## src/rtl/spw_tx_arb_pkg.sv

```systemverilog
// Shared types and constants for the SpaceWire TX data-character arbiter.
package spw_tx_arb_pkg;

    // Arbiter FSM states; the encoding is exported on arb_state for readback.
    typedef enum logic [1:0] {
        IDLE  = 2'd0,
        GNT_A = 2'd1,
        GNT_B = 2'd2,
        ABORT = 2'd3
    } arb_state_t;

    // 9-bit character encoding: bit8=1 marks a control character.
    localparam logic [8:0] EOP_CHAR = 9'h100;
    localparam logic [8:0] EEP_CHAR = 9'h101;

    // Source indices into the {B,A} vectors.
    localparam int SRC_A = 0;
    localparam int SRC_B = 1;

endpackage

```

## src/rtl/spw_pkt_discard.sv

```systemverilog
// Per-source discard flag: once set, the source is drained (ready forced high)
// until it offers its end-of-packet marker, which clears the flag next cycle.
module spw_pkt_discard
    import spw_tx_arb_pkg::*;
(
    input  logic pclk,
    input  logic reset,
    input  logic i_set,        // abort of this source's packet
    input  logic i_write,      // source valid
    input  logic i_eop_bit,    // bit8 of the source character
    input  logic i_fsm_ready,  // ready from the arbiter FSM
    output logic o_discard,
    output logic o_ready
);

    logic r_discard;

    // Discard flag: set on abort, cleared once the dropped packet's EOP/EEP is accepted.
    always_ff @(posedge pclk) begin
        if (reset) begin
            r_discard <= 1'b0;
        end else if (i_set) begin
            r_discard <= 1'b1;
        end else if (r_discard && i_write && i_eop_bit) begin
            r_discard <= 1'b0;
        end
    end

    assign o_discard = r_discard;
    assign o_ready   = r_discard | i_fsm_ready;

endmodule

```

## src/rtl/spw_tx_arbiter.sv

```systemverilog
// Packet-atomic round-robin arbiter sharing the TX_SPW data-character port
// between source A (host path) and source B (test generator). Stalled packets
// are terminated with an injected EEP; aborted sources drain their remainder.
// Handshake: every interface transfers a character on a cycle where write and
// ready are both high; write does not depend on ready.
module spw_tx_arbiter
    import spw_tx_arb_pkg::*;
#(
    parameter int TIMEOUT_CYCLES = 1023,
    parameter int CNT_W          = 10
) (
    input  logic       pclk,
    input  logic       reset,
    input  logic       link_run,
    input  logic [8:0] a_data,
    input  logic       a_write,
    output logic       a_ready,
    input  logic [8:0] b_data,
    input  logic       b_write,
    output logic       b_ready,
    output logic [8:0] tx_data,
    output logic       tx_write,
    input  logic       tx_ready,
    output logic [1:0] grant,
    output logic [1:0] abort_evt,
    output logic [1:0] discard,
    output logic [1:0] arb_state
);

    localparam logic [CNT_W-1:0] CNT_LAST = CNT_W'(TIMEOUT_CYCLES - 1);

    arb_state_t       r_state;
    arb_state_t       w_next;
    logic [CNT_W-1:0] r_cnt;
    logic             r_fwd;        // a character of the current packet went out
    logic             r_last;       // last served source index (0=A, 1=B)
    logic [1:0]       r_grant;
    logic [1:0]       r_abort_evt;

    logic             w_own_b;
    logic [8:0]       w_src_data;
    logic             w_src_write;
    logic [1:0]       w_req;
    logic [1:0]       w_discard;
    logic [1:0]       w_set;
    logic [1:0]       w_fsm_ready;
    logic [8:0]       w_tx_data;
    logic             w_tx_write;
    logic             w_xfer;
    logic             w_eop_done;
    logic             w_eep_done;
    logic             w_link_abort;
    logic             w_count;

    assign w_own_b     = (r_state == GNT_B);
    assign w_src_data  = w_own_b ? b_data  : a_data;
    assign w_src_write = w_own_b ? b_write : a_write;
    assign w_req       = {b_write & ~w_discard[SRC_B], a_write & ~w_discard[SRC_A]};

    // Next-state, pass-through datapath and event decode.
    always_comb begin
        w_next       = r_state;
        w_tx_data    = 9'h000;
        w_tx_write   = 1'b0;
        w_fsm_ready  = 2'b00;
        w_xfer       = 1'b0;
        w_eop_done   = 1'b0;
        w_eep_done   = 1'b0;
        w_link_abort = 1'b0;
        w_count      = 1'b0;
        case (r_state)
            IDLE: begin
                if (link_run) begin
                    if (w_req[SRC_A] && w_req[SRC_B]) begin
                        w_next = (r_last == 1'(SRC_A)) ? GNT_B : GNT_A;
                    end else if (w_req[SRC_A]) begin
                        w_next = GNT_A;
                    end else if (w_req[SRC_B]) begin
                        w_next = GNT_B;
                    end
                end
            end
            GNT_A, GNT_B: begin
                if (!link_run) begin
                    w_next       = IDLE;
                    w_link_abort = r_fwd;
                end else begin
                    w_tx_data  = w_src_data;
                    w_tx_write = w_src_write;
                    if (w_own_b) begin
                        w_fsm_ready[SRC_B] = tx_ready;
                    end else begin
                        w_fsm_ready[SRC_A] = tx_ready;
                    end
                    if (w_src_write && tx_ready) begin
                        w_xfer = 1'b1;
                        if (w_src_data[8]) begin
                            w_eop_done = 1'b1;
                            w_next     = IDLE;
                        end
                    end else if (!w_src_write && tx_ready) begin
                        w_count = 1'b1;
                        if (r_cnt == CNT_LAST) begin
                            w_next = ABORT;
                        end
                    end
                end
            end
            ABORT: begin
                if (!link_run) begin
                    w_next       = IDLE;
                    w_link_abort = r_fwd;
                end else begin
                    w_tx_data  = EEP_CHAR;
                    w_tx_write = 1'b1;
                    if (tx_ready) begin
                        w_eep_done = 1'b1;
                        w_next     = IDLE;
                    end
                end
            end
            default: w_next = IDLE;
        endcase
    end

    assign w_set = (w_eep_done || w_link_abort) ? r_grant : 2'b00;

    // State, grant, timeout counter and packet bookkeeping registers.
    always_ff @(posedge pclk) begin
        if (reset) begin
            r_state     <= IDLE;
            r_grant     <= 2'b00;
            r_cnt       <= '0;
            r_fwd       <= 1'b0;
            r_last      <= 1'(SRC_B);
            r_abort_evt <= 2'b00;
        end else begin
            r_state     <= w_next;
            r_abort_evt <= w_set;
            case (w_next)
                GNT_A:   r_grant <= 2'b01;
                GNT_B:   r_grant <= 2'b10;
                ABORT:   r_grant <= r_grant;
                default: r_grant <= 2'b00;
            endcase
            if (r_state != w_next || w_xfer) begin
                r_cnt <= '0;
            end else if (w_count) begin
                r_cnt <= r_cnt + 1'b1;
            end
            if (r_state == IDLE) begin
                r_fwd <= 1'b0;
            end else if (w_xfer) begin
                r_fwd <= 1'b1;
            end
            if (w_eop_done || w_eep_done) begin
                r_last <= r_grant[SRC_B];
            end
        end
    end

    spw_pkt_discard u_discard_a (
        .pclk        (pclk),
        .reset       (reset),
        .i_set       (w_set[SRC_A]),
        .i_write     (a_write),
        .i_eop_bit   (a_data[8]),
        .i_fsm_ready (w_fsm_ready[SRC_A]),
        .o_discard   (w_discard[SRC_A]),
        .o_ready     (a_ready)
    );

    spw_pkt_discard u_discard_b (
        .pclk        (pclk),
        .reset       (reset),
        .i_set       (w_set[SRC_B]),
        .i_write     (b_write),
        .i_eop_bit   (b_data[8]),
        .i_fsm_ready (w_fsm_ready[SRC_B]),
        .o_discard   (w_discard[SRC_B]),
        .o_ready     (b_ready)
    );

    assign tx_data   = w_tx_data;
    assign tx_write  = w_tx_write;
    assign grant     = r_grant;
    assign abort_evt = r_abort_evt;
    assign discard   = w_discard;
    assign arb_state = r_state;

endmodule

```

## config.mk

```make
export PLATFORM = sky130hd
export DESIGN_NAME = spw_tx_arbiter
export DESIGN_NICKNAME = d
export VERILOG_FILES = /design/src/rtl/spw_tx_arb_pkg.sv /design/src/rtl/spw_pkt_discard.sv /design/src/rtl/spw_tx_arbiter.sv
export SDC_FILE = /design/constraint.sdc
export NUM_CORES = 1
export LEC_CHECK = 0
export CAP_MARGIN = 30
export CORE_MARGIN = 1.5
export CORE_UTILIZATION = 48
export DETAILED_ROUTE_END_ITERATION = 10
export GPL_TIMING_DRIVEN = 0
export PLACE_DENSITY = 0.84
export SYNTH_ARGS = -nofsm -noshare
export SYNTH_HDL_FRONTEND = slang
export SYNTH_HIERARCHICAL = 1
export SYNTH_SLANG_ARGS = --single-unit
export TNS_END_PERCENT = 100
```

## constraint.sdc

```tcl
create_clock -name pclk -period 4 [get_ports pclk]
set_input_delay 0.8 -clock pclk [delete_from_list [all_inputs] [get_ports pclk]]
set_output_delay 0.8 -clock pclk [all_outputs]
set_load 0.005 [all_outputs]
```

==> metrics.txt <==
crit path time final 3.283 ns; setup TNS 0 ns; final total power 0.0008760 W; syn_area_per_cell 8.423 sq um; via count 1,255; Reg area 400.4 sq um; PortBufs 43; synthesized instance count 153; power per cell area 492.4 mW/mm^2; clock slew seen by the registers of the worst setup and hold paths 0.11 ns; Root Buffer clkbuf_4; status finished, final reports clean; skew final 0.006589 ns; Routed Antenna Nets 0; area of the multi-input gates 834.6 sq um; Power Internal 0.0005245 W; Min-Delay Path Class reg2reg; Final GP Congestion 0.7605; Combinational Power Share 60.5%; initial DRC count 24; Die Span X 54.82 microns; first-pass GRT wire length 5078 microns; cts repair resizes 0; drt total wl 3160 microns; Final Setup Violations 0; CTS Hold Buffers Added 0; post-CTS setup buffers 0; worst-skew pair later-pin latency 0.29 ns; Slew headroom 69.68%; Yosys warning count 6; vias in the first global route 1,207; I/O pins 44; post-synth top area cell dfxtp_1; hpwl dp 2540 microns; share of layout cells above drive strength 1 9.045%; total core area 0.002500 sq mm; CP max FO 7; clock power share 10.5%; Crit path required time 3.20 ns; Worst-Margin Slew 0.4548 ns; vias per cell 5.480; die height 54.82 microns; Startpoint Class input port; RSZ-0062 raised after global routing false; cts bufs inserted 3; Seq/Total Area, Yosys 31.07%; Filler Cell Count 198; Synth area leaders dfxtp_1 (31%), nor2_1 (9.0%), mux2i_1 (6.2%); CTS sink count 20; die area 0.003005 sq mm; CP endpoint kind primary output; switching share of power 40.13%; post-layout util 71.17%; CTS H-tree depth 1; Worst Path Class, Setup in2out; Final Cycle Share 82.09%; aggregate global routing overflow 0; CP arrival 2.48 ns; Sequential Power Share 29.0%; largest net degree at the start of global routing 11; synthesis-to-finish area growth 38.06%; Cell Area, Synth 0.001289 sq mm; maximum vdd drop 461.8 uV; Post-synth ARST share 0%; Yosys cell types 43; primary flip-flop cell chosen by synthesis mapping dfxtp_1; Synth top cells by count nor2_1 (31), dfxtp_1 (20), nand2_1 (14), mux2i_1 (8); CTS max path bufs 2; TritonCTS clock tree yes; Max Slew Vio Count 0; Seq cells post-synth 20; row cnt 18; initial core utilization 51.55%; WL per Instance 13.80 microns; top cell type's share of synthesized area 31.07%; fmax 0.3046 GHz; Final nets 231; antenna violations before repair 0; Syn Nets 183; total track usage 23.57%; Static Leak 0.6265 nW; n_diodes 0; P_sw 0.0003515 W; Max-cap violations 0; number of flops mapped to enable cells by yosys 0; Final Hold Viols 0; DRC 0; top-count cell post-synth nor2_1; Detailed Routing Iterations Pass 1 4
[logic make-up after synthesis]
family                     count (synthesis)  synth area share, %
and+or+nand+nor                           71                26.70
xor gates and xnor gates                   9                6.117
DFF                                       20                31.07
buffers and inverters                     11                4.175
adders and majority gates                  6                5.825
AOI/OAI and AO/OA                         24                16.12
muxes                                     12                10.00
[power groups by stage]
stage | Clock, W | Combinational (W) | Sequential, W
finish | 0.0000919 | 0.000530 | 0.000254
global route | 0.000101 | 0.000580 | 0.000257
CTS | 0.0000951 | 0.000533 | 0.000254
detailed placement | 0 | 0.000529 | 0.000258
global placement | 0 | 0.000518 | 0.000257
floorplan | 0 | 0.000360 | 0.000252
[metrics by stage]
| step | hold slack (ns) | std cells | cell area (sq um) | worst slack [ns] |
|---|---|---|---|---|
| finish | 0.5255 | 229 | 1779 | 0.7166 |
| global placement | 0.4753 | 226 | 1757 | 0.7333 |
| detailed placement | 0.5085 | 226 | 1757 | 0.7244 |
| CTS | 0.5270 | 229 | 1779 | 0.7217 |
| floorplan | 0.4627 | 153 | 1289 | 1.700 |
| global route | 0.5413 | 229 | 1779 | 0.6237 |
[sequential cells by signal, summed over array words and instances, names as in the netlist]
name and count:
r_cnt 10, r_last 1, u_discard_b/o_discard 1, u_discard_a/o_discard 1
grant 2, abort_evt 2, arb_state 2, r_fwd 1
[cell usage in the layout, fill, tap and decap left out, types with 2 or more instances in the layout]
cell type,count
nand4_1,2
mux2_2,3
mux2i_1,8
nor2b_1,2
xor2_1,2
nor2_1,31
ha_1,6
a311oi_1,2
a211oi_2,2
inv_1,7
a21oi_1,6
and3_1,2
nand3_1,5
a21o_1,2
nand2_1,14
nand3b_1,2
and2_1,3
dfxtp_1,20
or2_1,2
clkdlybuf4s50_1,43
clkbuf_4,3
nor3_1,3
xnor2_1,7
[final timing paths]
path                                               from  depth (start not counted)               endpoint  slack, ns
worst min register to register       r_fwd$_SDFFE_PP0P_                          2     r_fwd$_SDFFE_PP0P_       0.53
worst min-delay path                 r_fwd$_SDFFE_PP0P_                          2     r_fwd$_SDFFE_PP0P_       0.53
worst max-delay path                           link_run                          7                a_ready       0.72
worst max register to register  arb_state[1]$_SDFF_PP0_                          9  r_cnt[1]$_SDFFE_PP0P_       1.61
[critical path, cell delays in order]
cell             delay (ns)
clkdlybuf4s50_1        0.59
and2_1                 0.16
buf_4                  0.14
nand2_1                0.10
nor2_1                 0.10
or2_1                  0.10
clkdlybuf4s50_1        0.49
[routing by layer]
metal | up-vias | share of wire [%] | track usage (%)
li1 | 617 | - | -
met1 | 598 | 42 | 27.86
met2 | 36 | 52 | 42.66
met3 | 4 | 4.9 | 5.464
met4 | 0 | 0.89 | 5.000
met5 | - | 0 | 0
[layout make-up]
type                    count  area share [%]
multi-input cells         122           46.91
repair buffers             43           24.19
flip-flops and latches     20           22.50
well taps                  30           2.110
plain buffers               4           1.547
inverters                   7           1.477
clock buffers               3           1.266
(Power assumes the default switching activity.)
